### config.mk
export PLATFORM = sky130hd
export DESIGN_NAME = alu_host_sequencer
export DESIGN_NICKNAME = d
export VERILOG_FILES = /design/src/rtl/alu_host_sequencer.sv
export SDC_FILE = /design/constraint.sdc
export NUM_CORES = 1
export LEC_CHECK = 0
export CELL_PAD_IN_SITES_DETAIL_PLACEMENT = 0
export CELL_PAD_IN_SITES_GLOBAL_PLACEMENT = 2
export CORE_ASPECT_RATIO = 0.75
export CORE_MARGIN = 5
export CORE_UTILIZATION = 33
export CTS_BUF_LIST = sky130_fd_sc_hd__clkbuf_8 sky130_fd_sc_hd__clkbuf_16
export DETAILED_ROUTE_END_ITERATION = 10
export GPL_ROUTABILITY_DRIVEN = 0
export HOLD_SLACK_MARGIN = 0.05
export PLACE_DENSITY_LB_ADDON = 0.08
export SLEW_MARGIN = 10
export SYNTH_ARGS = -nofsm -noshare
export SYNTH_HDL_FRONTEND = slang
export SYNTH_SLANG_ARGS = --single-unit
### constraint.sdc
create_clock -name clk -period 5.4 [get_ports clk]
set_input_delay 0.81 -clock clk [delete_from_list [all_inputs] [get_ports clk]]
set_output_delay 0.81 -clock clk [all_outputs]
set_load 0.005 [all_outputs]
### src/rtl/alu_host_sequencer.sv
// Host-side sequencer for the 8-bit sequential ALU: request -> start/X/Y pin sequence -> wait -> response.
// Optional statistics counters are enabled by defining ALU_HOST_STATS_EN.
module alu_host_sequencer #(
    parameter logic [3:0] IDLE_STATE = 4'd0,
    parameter int         TIMEOUT    = 64
) (
    input  logic        clk,
    input  logic        rst,
    input  logic        req_valid,
    output logic        req_ready,
    input  logic [1:0]  req_op,
    input  logic [7:0]  req_x,
    input  logic [7:0]  req_y,
    output logic        rsp_valid,
    input  logic        rsp_ready,
    output logic [15:0] rsp_data,
    output logic        rsp_timeout,
    output logic [1:0]  alu_op,
    output logic        alu_start,
    output logic [7:0]  alu_inbus,
    input  logic [15:0] alu_outbus,
    input  logic [3:0]  alu_state
`ifdef ALU_HOST_STATS_EN
    ,
    output logic [15:0] txn_count,
    output logic [7:0]  timeout_count
`endif
);

    typedef enum logic [2:0] {
        S_IDLE,
        S_START,
        S_LOAD_X,
        S_LOAD_Y,
        S_WAIT,
        S_RESP
    } state_t;

    localparam logic [7:0] CNT_LAST = 8'(TIMEOUT - 1);

    state_t      state_q, state_d;
    logic [1:0]  op_q, op_d;
    logic [7:0]  x_q, x_d;
    logic [7:0]  y_q, y_d;
    logic [7:0]  cnt_q, cnt_d;
    logic        left_idle_q, left_idle_d;
    logic        req_ready_q, req_ready_d;
    logic        rsp_valid_q, rsp_valid_d;
    logic [15:0] rsp_data_q, rsp_data_d;
    logic        rsp_timeout_q, rsp_timeout_d;
    logic [1:0]  alu_op_q, alu_op_d;
    logic        alu_start_q, alu_start_d;
    logic [7:0]  alu_inbus_q, alu_inbus_d;

    // Outputs are registered from the next state, so each pin value lines up with the state it belongs to.
    always_comb begin
        // NOTE: every variable gets a default first so no path leaves one unassigned (which would infer a latch).
        state_d       = state_q;
        op_d          = op_q;
        x_d           = x_q;
        y_d           = y_q;
        cnt_d         = cnt_q;
        left_idle_d   = left_idle_q;
        rsp_data_d    = rsp_data_q;
        rsp_timeout_d = rsp_timeout_q;

        case (state_q)
            S_IDLE: begin
                if (req_valid && req_ready_q) begin
                    op_d    = req_op;
                    x_d     = req_x;
                    y_d     = req_y;
                    state_d = S_START;
                end
            end
            S_START:  state_d = S_LOAD_X;
            S_LOAD_X: state_d = S_LOAD_Y;
            S_LOAD_Y: begin
                cnt_d       = 8'd0;
                left_idle_d = 1'b0;
                state_d     = S_WAIT;
            end
            S_WAIT: begin
                cnt_d = cnt_q + 8'd1;
                if (alu_state != IDLE_STATE) begin
                    left_idle_d = 1'b1;
                end
                // Completion is checked first so it wins over a coincident timeout.
                if (left_idle_q && (alu_state == IDLE_STATE)) begin
                    rsp_data_d    = alu_outbus;
                    rsp_timeout_d = 1'b0;
                    state_d       = S_RESP;
                end else if (cnt_q == CNT_LAST) begin
                    rsp_data_d    = 16'h0000;
                    rsp_timeout_d = 1'b1;
                    state_d       = S_RESP;
                end
            end
            S_RESP: begin
                if (rsp_ready) begin
                    state_d = S_IDLE;
                end
            end
            default: state_d = S_IDLE;
        endcase

        req_ready_d = (state_d == S_IDLE);
        rsp_valid_d = (state_d == S_RESP);
        alu_start_d = (state_d == S_START);
        alu_op_d    = (state_d inside {S_START, S_LOAD_X, S_LOAD_Y, S_WAIT}) ? op_d : 2'b00;
        case (state_d)
            S_LOAD_X: alu_inbus_d = x_d;
            S_LOAD_Y: alu_inbus_d = y_d;
            default:  alu_inbus_d = 8'h00;
        endcase
    end

    // NOTE: sequential state uses non-blocking assignments so every register samples pre-edge values.
    always_ff @(posedge clk or posedge rst) begin
        if (rst) begin
            state_q       <= S_IDLE;
            op_q          <= 2'b00;
            x_q           <= 8'h00;
            y_q           <= 8'h00;
            cnt_q         <= 8'd0;
            left_idle_q   <= 1'b0;
            req_ready_q   <= 1'b1;
            rsp_valid_q   <= 1'b0;
            rsp_data_q    <= 16'h0000;
            rsp_timeout_q <= 1'b0;
            alu_op_q      <= 2'b00;
            alu_start_q   <= 1'b0;
            alu_inbus_q   <= 8'h00;
        end else begin
            state_q       <= state_d;
            op_q          <= op_d;
            x_q           <= x_d;
            y_q           <= y_d;
            cnt_q         <= cnt_d;
            left_idle_q   <= left_idle_d;
            req_ready_q   <= req_ready_d;
            rsp_valid_q   <= rsp_valid_d;
            rsp_data_q    <= rsp_data_d;
            rsp_timeout_q <= rsp_timeout_d;
            alu_op_q      <= alu_op_d;
            alu_start_q   <= alu_start_d;
            alu_inbus_q   <= alu_inbus_d;
        end
    end

    assign req_ready   = req_ready_q;
    assign rsp_valid   = rsp_valid_q;
    assign rsp_data    = rsp_data_q;
    assign rsp_timeout = rsp_timeout_q;
    assign alu_op      = alu_op_q;
    assign alu_start   = alu_start_q;
    assign alu_inbus   = alu_inbus_q;

`ifdef ALU_HOST_STATS_EN
    logic        rsp_hs;
    logic [15:0] txn_count_q;
    logic [7:0]  timeout_count_q;

    assign rsp_hs = (state_q == S_RESP) && rsp_ready;

    // Transactions wrap; timeouts saturate so a stuck ALU stays visible.
    always_ff @(posedge clk or posedge rst) begin
        if (rst) begin
            txn_count_q     <= 16'h0000;
            timeout_count_q <= 8'h00;
        end else if (rsp_hs) begin
            txn_count_q <= txn_count_q + 16'h0001;
            if (rsp_timeout_q && (timeout_count_q != 8'hFF)) begin
                timeout_count_q <= timeout_count_q + 8'h01;
            end
        end
    end

    assign txn_count     = txn_count_q;
    assign timeout_count = timeout_count_q;
`endif

endmodule
---- Word level (Yosys, flattened, before mapping) ----
Cells that the tools add are included.
storage, ports and cells
  register bits ........................... 60
  bits of input ports ..................... 42
  logic and storage cells ................. 57
operators by class
  $add $sub $neg .......................... 1
  equal/unequal tests ..................... 12
  multiplexer cells ....................... 20
  reduce and logical (&&, ||, !) cells .... 11
operator list
  operator                                        count
  two-way mux 16 bit                              2
  two-way mux 8 bit                               4
  one-hot mux 8 bit (2 select lines)              2
  one-hot mux 3 bit (6 select lines)              1
  == test 3 x 2 -> 1 bit (second input constant)  4
  == test 3 bit (second input constant)           4
  two-way mux 3 bit                               4
  adder 8 x 1 -> 8 bit (second input constant)    1
  == test 8 x 6 -> 1 bit (second input constant)  1
  nonzero test 4 bit                              2
  == test 3 x 1 -> 1 bit (second input constant)  2
  logical NOT 3 bit                               2
  two-way mux 2 bit                               3
  logical NOT 4 bit                               1
  AND reduction 2 bit                             2
  nonzero test 2 bit                              2
  two-way mux 1 bit                               3
  logical AND 1 bit                               2
  != test 2 bit (second input constant)           1
  one-hot mux 1 bit (2 select lines)              1

---- Logic depth before layout (Yosys ltp) ----
Gate-level depths: netlist of the first run.
  depth in word-level cells ............... 7
  depth in mapped cells ................... 6
  gate-level depth less buffers ........... 4

---- Least setup slack after synthesis of the first run ----
No wires, ideal clock.
  path type ............................... input -> register
  start ................................... in alu_state[1]
  end ..................................... reg rsp_data_q[0], in the netlist rsp_data[0]
  arrival ................................. 1949 ps
  slack ................................... 3333 ps
  cell stages on the path ................. 5
  path through ............................ or4_4 o22a_1 buf_6 buf_8 a21o_1
between the ends
  longest elaborated chain between the ends .. 4
RTL lines
  what                           RTL line  RTL
  start: declaration             22        input logic [3:0] alu_state
  logical NOT 4 bit *            89        if (left_idle_q && (alu_state == IDLE_STATE)) begin
  logical AND 1 bit *            89
  nonzero test 2 bit (no line)   n/a
  AND reduction 2 bit (no line)  n/a
  end signal: assignment         143       rsp_data_q <= rsp_data_d;
  end: declaration               49        logic [15:0] rsp_data_q, rsp_data_d;
Mark *: on every way between the ends. The rest lies on a longest branch, timed or not.
A chain may end at the register's enable or synchronous reset.

---- Worst setup path in the final report of the first run ----
  start ................................... in req_valid
  end ..................................... reg y_q[3]
between the ends
  longest elaborated chain between the ends .. 3
RTL lines
  what                    RTL line  RTL
  start: declaration      9         input logic req_valid,
  logical AND 1 bit       69        if (req_valid && req_ready_q) begin
  two-way mux 8 bit       69
  two-way mux 8 bit       67        case (state_q)
  via y_d[3]              44        logic [7:0] y_q, y_d;
  end signal: assignment  138       y_q <= y_d;
  end: declaration        44
The timed path passes the listed nets, and every way through them passes these cells.

==> out/results.txt, run 1 <==
Vias in the first global route: 2008
Main flop type after synthesis: dfrtp_1
Worst ir drop on vdd: 0.1409 mV
Final setup violation count: 0
Power share of the combinational group: 30.8%
Tightest Pin Transition: 0.9884 ns
DR iter-0 viols: 77
Core ar.: 7812 um2
Post-detailed-route count of antenna-violating nets: 0
CP max FO: 19
CTS root buffer: clkbuf_8
Clk_lat worst skew: 0.32 ns
Crit Path Class: input pin to flop
Antenna violations before repair: 0
CP required: 5.60 ns
N_diodes: 0
Gr usage total: 13.65%
H-tree depth reported by CTS: 3
Share of the synthesized area in the top cell type: 56.27%
Clk pwr share: 23.1%
Syn. warnings: 0
PostCTS Resize Cnt: 0
Status: finished clean
Synthesized area per cell: 12.20 um2
Nets in the synthesized netlist: 258
Setup WS post-layout: 2.915 ns
HPWL after DPL: 4.201 mm
Slowest library cell on the worst path: and2_1
Die area: 9852 um2
GR Overflow Total: 0
Layout Nets: 326
Drt via density: 5.048
Cells after Synth: 215
Worst hold path type: flop to flop
Tmin final: 2.485 ns
Inserted Clock Buffers: 9
Via Count: 1984
Setup bufs post-CTS: 0
First-pass GRT wire length: 10.42 mm
Sw power: 0.0004552 W
Worst-path cell chain: clkdlybuf4s50_1, and2_0, and2_1, mux2_2
Fmax: 402.5 MHz
DRC violations left: 0
Sequential share of the synthesized area: 57.27%
I/O Pins: 72
Maxcap violations: 0
Setup TNS: 0 ns
CP arrival: 2.69 ns
Final Hold Fails: 0
Clock Sinks: 60
Initial Util: 33.58%
Final period util: 46.01%
Die Ht: 87.22 um
Total Wirelength: 6.297 mm
Sequential share of power: 46.1%
Ys async rst share: 100.0%
Critical path capture point type: flop
Clk_skew: 0.007338 ns
IO Port Bufs: 71
Area grow syn2layout: 36.24%
Pleak: 1.420 nW
Largest net degree at the start of global routing: 61
Cell Area, Synth: 2624 um2
Crit path largest cell delay: 0.73 ns
DR WL/cell: 16.02 um
Switch share: 30.54%
Pwr Density: 416.9 nW/um2
Post-synthesis cell type count: 47
Slew HR: 34.01%
CTS tree: built
Startpoint Class: input pin
RSZ-0062 raised after global routing: false
EDFF count, synth: 0
Clock buffer depth: 2
Worst-path clk slew: 0.06 ns
Cts hold-fix bufs: 0
Die X: 113.0 um
Pint: 0.001035 W
Synth top area cells: dfrtp_1 (56%), mux2_2 (6.9%), a32o_1 (6.1%), a22oi_1 (2.9%), a21o_2 (2.7%)
Seq cells post-synth: 60
Leading area contributor after synthesis: dfrtp_1
Setup WS pre-CTS: 2.605 ns
Max Transition Viols Final: 0
DRT Pass-1 Iters: 5
Floorplan row count: 28
Layout cells sized above 1: 15.63%
power by group through the flow:
stage / clock network [W] / registers, W / logic (W)
2_1_floorplan: 0 / 0.000655 / 0.000305
4_1_cts: 0.000360 / 0.000690 / 0.000467
6_report: 0.000344 / 0.000687 / 0.000460
5_1_grt: 0.000380 / 0.000708 / 0.000506
3_5_place_dp: 0 / 0.000698 / 0.000466
3_3_place_gp: 0 / 0.000695 / 0.000459
path summary, 6_finish.rpt:
kind                                       from                    to  slack, ns  cells after the start
min in group asynchronous                   rst      y_q[1]$_DFF_PP0_       1.02                      3
max in group asynchronous                   rst  cnt_q[5]$_DFFE_PP0P_       3.88                      3
setup reg to reg           state_q[2]$_DFF_PP0_      y_q[3]$_DFF_PP0_       3.04                      3
hold / removal             cnt_q[7]$_DFFE_PP0P_  cnt_q[7]$_DFFE_PP0P_       0.48                      1
hold reg to reg            cnt_q[7]$_DFFE_PP0P_  cnt_q[7]$_DFFE_PP0P_       0.48                      1
setup / recovery                      req_valid      y_q[3]$_DFF_PP0_       2.92                      4
sequential cells by signal (all words and copies together), names as in the netlist:
signal       cells
rsp_data        16
alu_inbus        8
cnt_q            8
x_q              8
y_q              8
state_q          3
alu_op           2
op_q             2
alu_start        1
left_idle_q      1
req_ready        1
rsp_timeout      1
rsp_valid        1
layer usage:
layer | share of wire [%] | vias to the layer above | track usage, %
met4 | 0.48 | 0 | 3.275
met1 | 46 | 984 | 17.36
li1 | - | 940 | -
met2 | 46 | 58 | 20.59
met3 | 8.2 | 2 | 7.222
met5 | 0 | - | 0
logic make-up after synthesis:
family	after synthesis	synth area share, %
buffers and inverters	26	5.150
and+or+nand+nor	44	9.490
adders and majority gates	1	0.4768
AOI/OAI and AO/OA	67	20.36
muxes	17	7.248
DFF	60	57.27
worst max-delay path: cells and delay by family:
kind / cells / cell delay (ns)
buffers and inverters: 1 / 0.45
AND/OR/NAND/NOR: 2 / 1.01
multiplexers: 1 / 0.42
cells in the mapped netlist, types with 2 or more instances:
library cell,n
a21o_1,8
a21o_2,8
a21oi_1,3
a22oi_1,10
a31oi_1,2
a32o_1,16
buf_2,6
buf_6,2
clkbuf_1,7
dfrtp_1,59
inv_1,9
mux2_2,16
nand2_1,9
nand3_1,7
nor2_1,9
nor2b_1,2
nor3_1,2
nor3b_1,2
nor4bb_1,2
o21ai_0,6
o311ai_0,2
o41ai_1,2
or3_1,2
metrics by stage:
| stage | power, W | area, um2 | hold WS [ns] | utilization (%) | std cells |
|---|---|---|---|---|---|
| 6_report | 0.001490 | 3575 | 0.4835 | 45.76 | 393 |
| 5_1_grt | 0.001595 | 3575 | 0.5240 | 45.76 | 393 |
| 4_1_cts | 0.001517 | 3575 | 0.4845 | 45.76 | 393 |
| 3_5_place_dp | 0.001164 | 3402 | 0.4720 | 43.55 | 377 |
| 3_3_place_gp | 0.001154 | 3402 | 0.4740 | 43.55 | 377 |
| 2_1_floorplan | 0.0009605 | 2624 | 0.4425 | - | 215 |
layout make-up:
type	count	area [um2]
clock buffers	11	151.4
well taps	105	131.4
clock inverters	5	21.27
multi-input cells	129	1001
flip-flops and latches	60	1503
inverters	9	33.78
fillers	755	4238
repair buffers	74	733.2
placed cells by master (no fill, tap or decap), types with 3 or more instances in the layout:
master           count
o21ai_0              6
a21o_2               8
a21o_1               8
buf_4                3
nor2_1               9
dfrtp_1             59
clkbuf_8            11
clkdlybuf4s50_1     71
a22oi_1             10
nand2_1              9
inv_1               11
nand3_1              7
a32o_1              16
mux2_2              16
a21oi_1              3
Power figures use the tool's default switching activity.
==> run 2: changes to the inputs <==
- CORE_UTILIZATION: 33 -> 28
- clock period: 5.4 -> 2.2 ns (I/O delays scaled with it)
==> run 2 against run 1 <==
Against the previous run: clock power rose to 4.6 times the previous value; setup slack got worse by 2.5 ns; register-to-register slack lost 2.7 ns; final cell count increased by 9.2%; largest power group unchanged; highest routed layer unchanged.
==> out/results.txt, run 2 (synthesized netlist as in run 1, its figures left out) <==
Status: finished clean
DRT Pass-1 Iters: 4 (-1)
Initial Util: 28.88% (-4.7 points)
Clock Sinks: 60 (unchanged)
PostCTS Resize Cnt: 0 (unchanged)
Total Wirelength: 6.860 mm (+8.9%)
CP max FO: 11 (-8)
Die Ht: 93.84 um (+7.6%)
CP arrival: 2.00 ns (-0.69 ns)
Tightest Pin Transition: 0.3981 ns (-0.5903 ns)
Sequential cell area: 1503 um2 (unchanged)
Gr usage total: 12.86% (-0.78 points)
Fmax: 552.0 MHz
DR iter-0 viols: 148 (+92%)
Crit Path Class: flop to flop
Clk_lat worst skew: 0.32 ns (about the same)
Fillers: 897 (+19%)
I/O Pins: 72 (unchanged)
Most common cell after layout, fill and taps aside: clkdlybuf4s50_1
Clk_skew: 0.006838 ns (-0.0005002 ns)
Worst ir drop on vdd: 0.4801 mV (+240%)
Pwr Density: 1155 nW/um2 (+180%)
Post-detailed-route count of antenna-violating nets: 0 (unchanged)
Vias in the first global route: 2116 (+5.4%)
Antenna violations before repair: 0 (unchanged)
Drt via density: 4.769 (-5.5%)
Maxcap violations: 0 (unchanged)
Via Count: 2046 (+3.1%)
DRC violations left: 0 (unchanged)
Pleak: 1.562 nW (+10%)
Layout Nets: 339 (+4.0%)
Worst-path clk slew: 0.05 ns (about the same)
Cts hold-fix bufs: 0 (unchanged)
HPWL after DPL: 4.591 mm (+9.3%)
Setup bufs post-CTS: 0 (unchanged)
Area grow syn2layout: 48.26%
Slew HR: 73.26% (+39 points)
Max FFs per register: 16 (unchanged)
Die X: 121.8 um (+7.8%)
Layout cells sized above 1: 20.27% (+4.6 points)
Final Hold Fails: 0 (unchanged)
DR WL/cell: 15.99 um (-0.20%)
Placed instance area: 3553 um2 (+4.5%)
Commonest cells after routing, fill and taps aside: clkdlybuf4s50_1 (71), dfrtp_1 (59), a32o_1 (16), mux2_2 (16), buf_4 (14)
GR Overflow Total: 0 (unchanged)
Cell area after layout: 3890 um2 (+8.8%)
CTS tree: built
Inserted Clock Buffers: 9 (unchanged)
Setup TNS: 0 ns (unchanged)
Critical path capture point type: flop
Clock buffer depth: 2 (unchanged)
N_diodes: 0 (unchanged)
Final setup violation count: 0 (unchanged)
CP required: 2.39 ns (-3.21 ns)
RSZ-0062 raised after global routing: false
Largest net degree at the start of global routing: 61 (unchanged)
H-tree depth reported by CTS: 3 (unchanged)
Die area: 11430 um2 (+16%)
Startpoint Class: flop
Core ar.: 9084 um2 (+16%)
CTS root buffer: clkbuf_16
First-pass GRT wire length: 11.30 mm (+8.4%)
Final period util: 82.34%
IO Port Bufs: 71 (unchanged)
Multi-input logic area: 1001 um2 (unchanged)
Max Transition Viols Final: 0 (unchanged)
Floorplan row count: 30 (+7.1%)
Worst hold path type: input pin to asynchronous set/reset pin
Tmin final: 1.811 ns
[run 2: cell types whose count changed in the layout (fill, tap and decap cells not counted), sizes merged]
cell / change
buf: +13
clkbuf: +1
bufinv: +2
inv: -3
[run 2: layout make-up]
| type | count | share of cell area (%) |
|---|---|---|
| flip-flops and latches | 60 | 38.63 |
| multi-input cells | 129 | 25.73 |
| repair buffers | 87 | 22.00 |
| clock buffers | 12 | 6.851 |
| well taps | 128 | 4.117 |
| clock inverters | 4 | 1.801 |
| inverters | 9 | 0.8684 |
[run 2: worst paths after layout]
kind	from	end	slack, ns	cells past startpoint
worst min register to register	cnt_q[7]$_DFFE_PP0P_	cnt_q[7]$_DFFE_PP0P_	0.48	1
worst min-delay path	rst	alu_inbus[7]$_DFF_PP0_	0.39	3
max in group asynchronous	rst	req_ready$_DFF_PP1_	1.52	3
min in group clk	cnt_q[7]$_DFFE_PP0P_	cnt_q[7]$_DFFE_PP0P_	0.48	1
worst max-delay path	state_q[0]$_DFF_PP0_	cnt_q[6]$_DFFE_PP0P_	0.39	4
worst max register to register	state_q[0]$_DFF_PP0_	cnt_q[6]$_DFFE_PP0P_	0.39	4
[run 2: report_power, final]
part / internal (W) / total, W / switching, W
logic: 0.000726 / 0.00127 / 0.000542
registers: 0.00145 / 0.00165 / 0.000206
clock network: 0.00108 / 0.00157 / 0.000491
[run 2: critical path, stage by stage, from the launching register on]
cell      delay [ns]
dfrtp_1         0.48
or3b_1          0.54
buf_4           0.23
o311ai_0        0.31
o41ai_1         0.12
[run 2: layer usage]
metal | vias to the layer above | part of all wire (%) | global-route usage [%]
met5 | - | 0 | 0
met4 | 0 | 1.0 | 3.918
met3 | 8 | 5.1 | 5.057
met2 | 56 | 44 | 18.43
met1 | 1019 | 50 | 17.79
li1 | 963 | - | -
[run 2: through the flow]
stage | power (W) | setup WS, ns | utilization, % | std cells | hold WS [ns]
after floorplan | 0.002358 | 0.3870 | - | 215 | 0.4425
after global placement | 0.002948 | 0.1178 | 39.12 | 413 | 0.4784
after detailed placement | 0.002957 | 0.1044 | 39.12 | 413 | 0.4642
after CTS | 0.004558 | 0.3826 | 42.82 | 429 | 0.4062
after global routing | 0.004758 | 0.1720 | 42.82 | 429 | 0.4435
final | 0.004493 | 0.3885 | 42.82 | 429 | 0.3851
